### src/rtl/ctrl_seq.sv
// rtl/ctrl_seq.sv - six-T-state instruction sequencer with decoded control word
module ctrl_seq (
  input  logic       clk,
  input  logic       clr_n,
  input  logic       run,
  input  logic [3:0] opcode,
  output logic       pc_out,
  output logic       pc_inc,
  output logic       pc_load,
  output logic       mar_load,
  output logic       ram_out,
  output logic       ir_load,
  output logic       ir_out,
  output logic       a_load,
  output logic       a_out,
  output logic       b_load,
  output logic       alu_out,
  output logic       alu_sub,
  output logic       out_load,
  output logic [2:0] tstate,
  output logic       halted
);

  typedef enum logic [2:0] {
    T1   = 3'd0,
    T2   = 3'd1,
    T3   = 3'd2,
    T4   = 3'd3,
    T5   = 3'd4,
    T6   = 3'd5,
    HALT = 3'd7
  } state_t;

  localparam logic [3:0] OP_LDA = 4'b0000;
  localparam logic [3:0] OP_ADD = 4'b0001;
  localparam logic [3:0] OP_SUB = 4'b0010;
  localparam logic [3:0] OP_JMP = 4'b0011;
  localparam logic [3:0] OP_OUT = 4'b1110;
  localparam logic [3:0] OP_HLT = 4'b1111;

  state_t r_state;

  // HALT is left only through clr_n; run=0 freezes the T-state.
  always_ff @(posedge clk) begin
    if (!clr_n) begin
      r_state <= T1;
    end else if (run) begin
      case (r_state)
        T1:   r_state <= T2;
        T2:   r_state <= T3;
        T3:   r_state <= T4;
        T4: begin
          if (opcode == OP_HLT) r_state <= HALT;
          else                  r_state <= T5;
        end
        T5:   r_state <= T6;
        T6:   r_state <= T1;
        HALT: r_state <= HALT;
        default: r_state <= T1;
      endcase
    end
  end

  assign tstate = r_state;
  assign halted = (r_state == HALT);

  // Control word is decoded combinationally; the datapath captures it on the edge closing the state.
  always_comb begin
    pc_out   = 1'b0;
    pc_inc   = 1'b0;
    pc_load  = 1'b0;
    mar_load = 1'b0;
    ram_out  = 1'b0;
    ir_load  = 1'b0;
    ir_out   = 1'b0;
    a_load   = 1'b0;
    a_out    = 1'b0;
    b_load   = 1'b0;
    alu_out  = 1'b0;
    alu_sub  = 1'b0;
    out_load = 1'b0;
    if (run) begin
      case (r_state)
        T1: begin
          pc_out   = 1'b1;
          mar_load = 1'b1;
        end
        T2: pc_inc = 1'b1;
        T3: begin
          ram_out = 1'b1;
          ir_load = 1'b1;
        end
        T4: begin
          case (opcode)
            OP_LDA, OP_ADD, OP_SUB: begin
              ir_out   = 1'b1;
              mar_load = 1'b1;
            end
            OP_JMP: begin
              ir_out  = 1'b1;
              pc_load = 1'b1;
            end
            OP_OUT: begin
              a_out    = 1'b1;
              out_load = 1'b1;
            end
            default: ;
          endcase
        end
        T5: begin
          case (opcode)
            OP_LDA: begin
              ram_out = 1'b1;
              a_load  = 1'b1;
            end
            OP_ADD, OP_SUB: begin
              ram_out = 1'b1;
              b_load  = 1'b1;
              alu_sub = (opcode == OP_SUB);
            end
            default: ;
          endcase
        end
        T6: begin
          if (opcode == OP_ADD || opcode == OP_SUB) begin
            alu_out = 1'b1;
            a_load  = 1'b1;
            alu_sub = (opcode == OP_SUB);
          end
        end
        default: ;
      endcase
    end
  end

endmodule
### config.mk
export PLATFORM = sky130hd
export DESIGN_NAME = ctrl_seq
export DESIGN_NICKNAME = d
export VERILOG_FILES = /design/src/rtl/ctrl_seq.sv
export SDC_FILE = /design/constraint.sdc
export NUM_CORES = 1
export LEC_CHECK = 0
export ABC_AREA = 0
export CAP_MARGIN = 20
export CORE_AREA = 2 2 39 41
export DETAILED_ROUTE_END_ITERATION = 8
export DIE_AREA = 0 0 41 43
export DONT_BUFFER_PORTS = 1
export GPL_ROUTABILITY_DRIVEN = 1
export PLACE_DENSITY = 0.43
export SETUP_SLACK_MARGIN = 0.3
export SLEW_MARGIN = 20
export SYNTH_ARGS = -nofsm -noshare
export SYNTH_HDL_FRONTEND = slang
export SYNTH_SLANG_ARGS = --single-unit
export TNS_END_PERCENT = 100
### constraint.sdc
create_clock -name clk -period 1.5 [get_ports clk]
set_input_delay 0.225 -clock clk [delete_from_list [all_inputs] [get_ports clk]]
set_output_delay 0.225 -clock clk [all_outputs]
set_load 0.02 [all_outputs]
# == Word-level counts from Yosys, hierarchy flattened ==
# Index checks and enable logic that the tools add are counted.
# totals
regBits,3
# op_classes
eq_ne,11
reduce_logical,6
muxes,35
# ops
cell,n
$mux W1,29
$pmux W3 S6,1
$eq A3 B3 Y1 const B,3
$eq A4 B2 Y1 const B,2
$eq A4 B4 Y1 const B,2
$pmux W1 S2,4
$eq A3 B2 Y1 const B,2
$eq A4 B1 Y1 const B,1
$logic_not A4 Y1,1
$reduce_or A4 Y1,1
$eq A3 B1 Y1 const B,1
$logic_not A3 Y1,1
$reduce_or A3 Y1,1
$mux W2,1
$reduce_or A2 Y1,1
$logic_or A1 B1 Y1,1

# == Logic depth before layout (Yosys ltp) ==
# Gate-level depths: netlist of run 1.
# depth
depth_word,5
depth_mapped,4
depth_no_buf,3

# == Worst setup path before layout of run 1 ==
# OpenSTA, ideal clock, no wires.
# synth_path
path_kind,register to output
start,reg r_state[0] (netlist: tstate[0])
end,out pc_load
setup_slack_ns,-0.316
arrival_ns,1.591
n_path_buf,1
stages_incl_launch_ff,5
path_cell_list,dfxtp_1 > buf_4 > nand2_2 > nor4_2 > and3_1
# synth_between
elab_chain_cells,3
# synth_rtl
item,line,rtl
start: declaration,41,state_t r_state;
start signal: assignment,46,r_state <= T1;
start signal: assignment,49,T1: r_state <= T2;
start signal: assignment,50,T2: r_state <= T3;
$eq A3 B2 Y1,83,case (r_state)
$mux W1,83,
$mux W1,82,if (run) begin
end: declaration,9,"output logic pc_load,"
# No other way between the ends.

# == Final worst setup path of run 1 ==
# layout_path
start,reg r_state[1] (netlist: tstate[1])
end,out ram_out
# layout_between
elab_chain_cells,3
word_cells_on_any_way,4
classes_between,eq/ne: 2; mux: 2
# layout_rtl
item,line,rtl
$eq A3 B3 Y1 or $eq A3 B2 Y1 (tied branches),83,
$pmux W1 S2 (*),83,
$mux W1 (*),82,
end: declaration,11,"output logic ram_out,"
# Mark *: on every way between the ends. The rest lies on a longest branch, timed or not.

==> results of run 1 <==
## repair_timing
item / in CTS / in global routing
setup endpoints to repair: 16 / 17
hold endpoints to repair: 0 / 0
hold buffers: 0 / 0
buffers inserted: 8 / 2
pin swaps: 8 / 4
resized for setup: 9 / 9
## path summary, 6_finish.rpt
check | depth (start not counted) | endpoint | startpoint
hold reg to reg | 2 | tstate[1] | tstate[2]
hold / removal | 1 | tstate[2] | clr_n
setup reg to reg | 5 | tstate[0] | tstate[0]
setup / recovery | 3 | ram_out | tstate[1]
## Yosys cell counts (all sizes together)
cell type and instances:
and3 2, a21boi 1, or3 1, nor4b 1, nand4 1, nor2 6, nor2b 1, nand2 8
o21ai 2, nand2b 3, nand3b 1, dfxtp 3, buf 5, a211oi 1, xor2 1, a21oi 3
o211ai 1, a22oi 1, nand3 2, a21o 1, nor3 4, nor4 2
## cell usage in the layout, fill, tap and decap left out, types with 3 or more instances in the layout
master,instances
nand2b_4,3
clkbuf_4,3
nand2_1,6
buf_4,8
buf_6,11
nor2_4,4
dfxtp_4,3
nor3_4,3
## layer usage
metal,global-route usage [%],vias to the layer above
li1,-,220
met1,22.12,203
met2,22.50,18
met3,3.141,2
met4,8.000,0
met5,0,-
## logic make-up after synthesis
kind of cell / Yosys count / share of synthesized area (%)
compound gates: 10 / 19.29
xor+xnor: 1 / 2.500
buf+inv: 5 / 9.285
flops: 3 / 17.14
simple gates: 32 / 51.79
## per-stage QoR
step                setup TNS (ns)  power [mW]  utilization, %
floorplan                 -0.08539      0.1967               -
global placement                 0      0.2110           39.33
detailed placement               0      0.2120           39.33
CTS                              0      0.3864           48.19
global route              -0.02815      0.4233           52.08
finish                           0      0.3982           52.08
## area by class of cell
cell class | count | area share, %
flip-flops and latches | 3 | 9.896
multi-input cells | 43 | 58.16
repair buffers | 19 | 25.52
clock buffers | 4 | 3.646
well taps | 16 | 2.778
## power groups by stage
stage | clock network [mW] | registers, mW | logic, mW
3_3_place_gp | 0 | 0.0993 | 0.112
3_5_place_dp | 0 | 0.0998 | 0.112
6_report | 0.142 | 0.0973 | 0.159
5_1_grt | 0.155 | 0.0984 | 0.170
2_1_floorplan | 0 | 0.0965 | 0.100
4_1_cts | 0.148 | 0.0975 | 0.141
==> flow_metrics.tcl, run 1 <==
set metrics [dict create \
    synth_warnings 0 \
    coreArea_sq_um 1384 \
    drc 0 \
    drive_above_1_share_pct 66.67 \
    cp-start-kind "flip-flop" \
    cp_max_fo 5 \
    die_y_microns 43 \
    drt_pass1_iterations 4 \
    syn-num-nets 58 \
    p_comb_share_pct 39.9 \
    worstMarginPinSlew_ns 0.3949 \
    cp-end-kind "output pin" \
    finalHoldViolations 0 \
    routedLengthMet1_microns 453 \
    worst_slack_ns 0.04188 \
    wl_met2_microns 602 \
    synth_seq_cells 3 \
    rows 14 \
    whs_ns 0.1482 \
    drtIter0Drc 2 \
    power_leakage_nw 0.2385 \
    io_pins 24 \
    cts_sinks 3 \
    ff2ff_setup_slack_ns 0.07 \
    cts-root-buf "clkbuf_4" \
    dpl-instance-area_sq_um 544.3 \
    arrival_ns 1.23 \
    p_int_mw 0.2628 \
    grt_pass1_vias 412 \
    cts_tree "built" \
    yosysSeqAreaShare_pct 17.14 \
    num_vias 443 \
    cts_made_buffers 3 \
    synth_area_leaders "dfxtp_1, nand2_1, buf_4" \
    wl_met3_microns 101 \
    switching_power_mw 0.1354 \
    detail-route-antenna-nets 0 \
    htree_levels 1 \
    p_sw_share_pct 34.00 \
    synth_cell_type_count 25 \
    min_period_ns 1.458 \
    register_area_sq_um 71.32 \
    slowest_stage "dfxtp_4" \
    max_stage_delay_ns 0.36 \
    grt_pass1_wl_microns 1959 \
    critPathRequiredTime_ns 1.27 \
    clk-insertion-delay-late_ns 0.23 \
    synth_top_area_share_pct 17.14 \
    grt_overflow 0 \
    synth_area_sq_um 350.3 \
    place.gp.congestion 0.8057 \
    largest_reg_flops 3 \
    num_antenna_cells 0 \
    multi_input_area_sq_um 419.2 \
    via_per_inst 5.212 \
    synth_top_cell_by_area "dfxtp_1" \
    slew_headroom_pct 73.47 \
    dp_hpwl_microns 839.2 \
    cellPowerDensity_nw_per_um2 552.6 \
    io_buffers 0 \
    peakVddDrop_mv 0.2687 \
    n_fill_cell 129 \
    dp_cells 71 \
    final_nets 77 \
    grt.total_usage_pct 15.95 \
    power_frac_seq_pct 24.4 \
    post_drt_wl_per_cell_microns 13.80 \
    post_layout_nonfiller_instances 85 \
    cts.path.max_buffers 2 \
    highest_layer "met4" \
    routed_wirelength_microns 1173 \
    dp_slack_ns 0.1708 \
    finalInstanceArea_sq_um 720.7 \
    finalSetupViolCount 0 \
    hp-class "input pin to flip-flop" \
    worstSetupPathType "flip-flop to output pin" \
    status "complete, no violations" \
    critPathBufInv 0 \
    syn_to_final_growth_pct 105.7 \
    rsz0062_at_grt "true" \
    syn_inst 51 \
    clk_pin_slew_ns 0.04 \
    postSynthAreaPerCell_sq_um 6.869 \
    crit_chain "nor4b_4, nand2_1, a21oi_4" \
    die_w_microns 41 \
    power_frac_clock_pct 35.7 \
    final.setup_skew_ns 0.002181 \
    die_area_sq_um 1763 \
    maxCapViolations 0 \
    slew_violations 0 \
    grt_start_max_net_pins 10 \
    initial_core_util_pct 25.32 \
    crit_family "simple AND/OR/NAND/NOR gates" \
    fmax_ghz 0.6858 \
    finalCritPeriodShare_pct 97.21 \
    antenna_found_initial 0 \
]
Power figures use the tool's default switching activity.
==> run 2: changes to the inputs <==
clock period = 1.45 ns   (was 1.5 ns; I/O delays follow)
==> flow_metrics.tcl, run 2 (synthesis gave the netlist of run 1 again) <==
set metrics [dict create \
    multi_input_area_sq_um 419.2 \
    critPathBufInv 0 \
    via_per_inst 5.395 \
    n_fill_cell 124 \
    grt_pass1_vias 444 \
    finalSetupViolCount 3 \
    grt_overflow 0 \
    die_area_sq_um 1763 \
    cts_made_buffers 3 \
    final.setup_skew_ns 0.001904 \
    largest_reg_flops 3 \
    crit_chain "nor4b_4, nand2_1, a21oi_4" \
    drc 0 \
    hp-class "input pin to flip-flop" \
    dp_cells 72 \
    post_drt_wl_per_cell_microns 15.02 \
    p_total_mw 0.4202 \
    rows 14 \
    drtIter0Drc 9 \
    whs_ns 0.1257 \
    dp_hpwl_microns 864.6 \
    grt_pass1_wl_microns 1945 \
    cp-end-kind "output pin" \
    drt_pass1_iterations 4 \
    maxCapViolations 0 \
    register_area_sq_um 71.32 \
    drive_above_1_share_pct 67.14 \
    cts-root-buf "clkbuf_4" \
    die_w_microns 41 \
    dp_slack_ns 0.1239 \
    final_nets 78 \
    min_period_ns 1.469 \
    cellPowerDensity_nw_per_um2 580.0 \
    initial_core_util_pct 25.32 \
    rsz0062_at_grt "true" \
    finalHoldViolations 0 \
    critPathRequiredTime_ns 1.23 \
    cp-start-kind "flip-flop" \
    detail-route-antenna-nets 0 \
    num_vias 464 \
    grt_start_max_net_pins 10 \
    grt.total_usage_pct 16.65 \
    cts_sinks 3 \
    finalCritPeriodShare_pct 101.3 \
    final_cell_mix "buf_6, buf_4, nand2_1" \
    antenna_found_initial 0 \
    place.gp.congestion 0.7853 \
    slowest_stage "dfxtp_4" \
    max_stage_delay_ns 0.37 \
    startpoint "tstate[1]" \
    clk-insertion-delay-late_ns 0.24 \
    worstHoldStart "clr_n" \
    worstSetupPathType "flip-flop to output pin" \
    cts.path.max_buffers 2 \
    io_pins 24 \
    worstMarginPinSlew_ns 0.3780 \
    status "finished, violations left" \
    slew_headroom_pct 74.61 \
    slew_violations 0 \
    syn_to_final_growth_pct 106.8 \
    crit_family "simple AND/OR/NAND/NOR gates" \
    io_buffers 0 \
    htree_levels 1 \
    worst_slack_ns -0.01869 \
    clk_pin_slew_ns 0.04 \
    post_layout_nonfiller_instances 86 \
    violations "setup timing" \
    routed_wirelength_microns 1292 \
    arrival_ns 1.25 \
    cts_hold_buffers 0 \
    power_leakage_nw 0.2437 \
    final_core_util_pct 52.35 \
    timing.rr.start "tstate[1]" \
    coreArea_sq_um 1384 \
    fmax_ghz 0.6809 \
    cp_max_fo 7 \
    peakVddDrop_mv 0.2788 \
    num_antenna_cells 0 \
    die_y_microns 43 \
    cts_tree "built" \
]
run 2: what timing repair did:
| item | in CTS | in global routing |
|---|---|---|
| resized for setup | 10 | 7 |
| setup buffers | 7 | 3 |
| pin swaps | 11 | 4 |
| setup endpoints to repair | 16 | 18 |
run 2: final timing paths:
check               to  slack, ns  depth (start not counted)
max reg2reg  tstate[0]       0.09                          4
min reg2reg  tstate[1]       0.63                          2
max            ram_out      -0.02                          3
min          tstate[2]       0.13                          1
run 2: worst reg2reg max path, delay by kind of cell, from the launching register on:
family	cells	cell delay, ns
AOI/OAI and AO/OA	1	0.17
and+or+nand+nor	2	0.53
DFF	1	0.40
buffers and inverters	1	0.18
run 2: report_power, final:
| part | internal (mW) | total (mW) | switching, mW |
|---|---|---|---|
| Sequential | 0.0871 | 0.102 | 0.0148 |
| Clock | 0.104 | 0.158 | 0.0544 |
| Combinational | 0.0789 | 0.160 | 0.0812 |
| Total | 0.270 | 0.420 | 0.150 |
run 2: layout make-up:
cell class	instances	area share (%)
clock buffer	4	3.627
sequential	3	9.845
tap	16	2.763
timing repair buffer	20	25.91
multi-input combinational	43	57.86
run 2: through the flow:
step | setup TNS (ns) | cell area [sq um]
floorplan | -0.1695 | 505.5
global placement | 0 | 551.8
detailed placement | 0 | 551.8
CTS | -0.08500 | 673.1
global route | -0.3116 | 724.4
finish | -0.02759 | 724.4
run 2: layer usage:
layer	share of wire (%)	GRT usage, %
met5	0	0
met4	3.1	14.00
met3	7.6	2.618
met2	47	22.50
met1	42	21.79
==> run 3: changes to the inputs <==
ABC_AREA = 1   (was 0)
CTS_CLUSTER_SIZE = 24   (was not set)
PLACE_DENSITY = 0.41   (was 0.43)
==> flow_metrics.tcl, run 3 <==
set metrics [dict create \
    status "complete, no violations" \
    worstMarginPinSlew_ns 0.3079 \
    cellPowerDensity_nw_per_um2 661.4 \
    cts_hold_buffers 0 \
    yosys-top-cells-count "nand2_1, nor2_1, inv_1, nand3_1" \
    coreArea_sq_um 1384 \
    slowest_stage "dfxtp_4" \
    die_area_sq_um 1763 \
    die_w_microns 41 \
    cts.path.max_buffers 2 \
    clk_pin_slew_ns 0.04 \
    synth_edf_count 0 \
    min_period_ns 1.447 \
    synth_warnings 0 \
    dp_hpwl_microns 755 \
    synthFlopType "dfxtp_1" \
    io_buffers 0 \
    num_vias 414 \
    largest_reg_flops 3 \
    rsz0062_at_grt "true" \
    drt_pass1_iterations 4 \
    routed_wirelength_microns 982 \
    finalSetupViolCount 0 \
    crit_chain "nor2_4, nand2_2, nor3_2, buf_4" \
    num_antenna_cells 0 \
    peakVddDrop_mv 0.2549 \
    cp_num_cells 4 \
    synth_cell_type_count 16 \
    synth_area_sq_um 324.1 \
    final_nets 78 \
    cp-end-kind "output pin" \
    grt_pass1_vias 389 \
    max_stage_delay_ns 0.39 \
    worstRegToRegCells 7 \
    place.gp.congestion 0.6508 \
    arrival_ns 1.23 \
    antenna_found_initial 0 \
    grt.total_usage_pct 13.13 \
    hp-class "input pin to flip-flop" \
    cts_tree "built" \
    final.setup_skew_ns 0.003643 \
    slew_headroom_pct 79.53 \
    dpl-instance-area_sq_um 404.1 \
    synth_area_leaders "dfxtp_1, nand2_1, nand3_1" \
    post_layout_nonfiller_instances 86 \
    clk-insertion-delay-late_ns 0.23 \
    cts-root-buf "clkbuf_4" \
    syn_inst 60 \
    detail-route-antenna-nets 0 \
    finalInstanceArea_sq_um 558.0 \
    finalCritPeriodShare_pct 99.76 \
    critPathBufInv 1 \
    synth_top_area_share_pct 18.53 \
    final_cell_mix "nand2_1, nand3_1, nor2_4" \
    postSynthAreaPerCell_sq_um 5.401 \
    slew_violations 0 \
    synth_seq_cells 3 \
    syn_to_final_growth_pct 72.20 \
    yosysSeqAreaShare_pct 18.53 \
    drive_above_1_share_pct 51.43 \
    drtIter0Drc 6 \
    critPathRequiredTime_ns 1.23 \
    worstSetupPathType "flip-flop to output pin" \
    post_drt_wl_per_cell_microns 11.42 \
    cts_sinks 3 \
    htree_levels 1 \
    maxCapViolations 0 \
    power_leakage_nw 0.2340 \
    fmax_ghz 0.6913 \
    cts_made_buffers 3 \
    dp_slack_ns 0.08419 \
    dp_cells 77 \
    synth.most_common_cell "nand2_1" \
    min_path_cells 1 \
    p_total_mw 0.3691 \
    cp_max_fo 8 \
    grt_overflow 0 \
    worst_slack_ns 0.003431 \
    die_y_microns 43 \
    cp-start-kind "flip-flop" \
    drc 0 \
    grt_pass1_wl_microns 1559 \
    synth_top_cell_by_area "dfxtp_1" \
    layout.cells.most_common "nand2_1" \
    io_pins 24 \
    grt_start_max_net_pins 10 \
    final_core_util_pct 40.33 \
    crit_family "simple AND/OR/NAND/NOR gates" \
    synthArstFlopShare_pct 0 \
    rows 14 \
    initial_core_util_pct 23.42 \
    syn-num-nets 67 \
    finalHoldViolations 0 \
    via_per_inst 4.814 \
]
run 3: routing by layer:
layer / global-route usage [%] / vias up / share of wire, %
li1: - / 213 / -
met1: 14.70 / 192 / 40
met2: 20.94 / 9 / 57
met3: 1.571 / 0 / 3.6
met4: 10.00 / 0 / 0
met5: 0 / - / 0
run 3: repair_timing:
item | in CTS | in global routing
pin swaps | 1 | 6
endpoints found under the setup margin | 16 | 16
hold endpoints to repair | 0 | 0
gates resized for setup | 18 | 8
buffers inserted | 3 | 2
run 3: final cells by class:
class / instances / area, sq um
clock buffer: 4 / 26.28
fill: 158 / 825.8
inverter: 10 / 42.54
multi-input combinational: 45 / 330.3
sequential: 3 / 71.32
tap: 16 / 20.02
timing repair buffer: 8 / 67.56
run 3: logic make-up after synthesis:
| logic type | synth area share, % |
|---|---|
| DFF | 18.53 |
| AOI/OAI and AO/OA | 14.28 |
| buffers and inverters | 16.21 |
| and+or+nand+nor | 50.97 |
run 3: worst paths after layout:
check	endpoint	slack, ns	from
max reg2reg	tstate[1]	0.27	tstate[2]
max	b_load	0.003	tstate[0]
min reg2reg	tstate[1]	0.57	tstate[1]
min	tstate[2]	0.1	run
run 3: where the power goes:
group | switching, mW | internal [mW] | leakage [nW] | total [mW]
clock | 0.0421 | 0.103 | 0.0150 | 0.145
combinational | 0.0718 | 0.0389 | 0.192 | 0.111
sequential | 0.0248 | 0.0884 | 0.0267 | 0.113
run 3: per-stage QoR:
step / TNS [ns] / hold slack (ns)
final: 0 / 0.09797
after global routing: -0.2874 / 0.08788
after CTS: -0.1657 / 0.08154
after detailed placement: 0 / 0.3347
after global placement: 0 / 0.3413
after floorplan: 0 / 0.3393
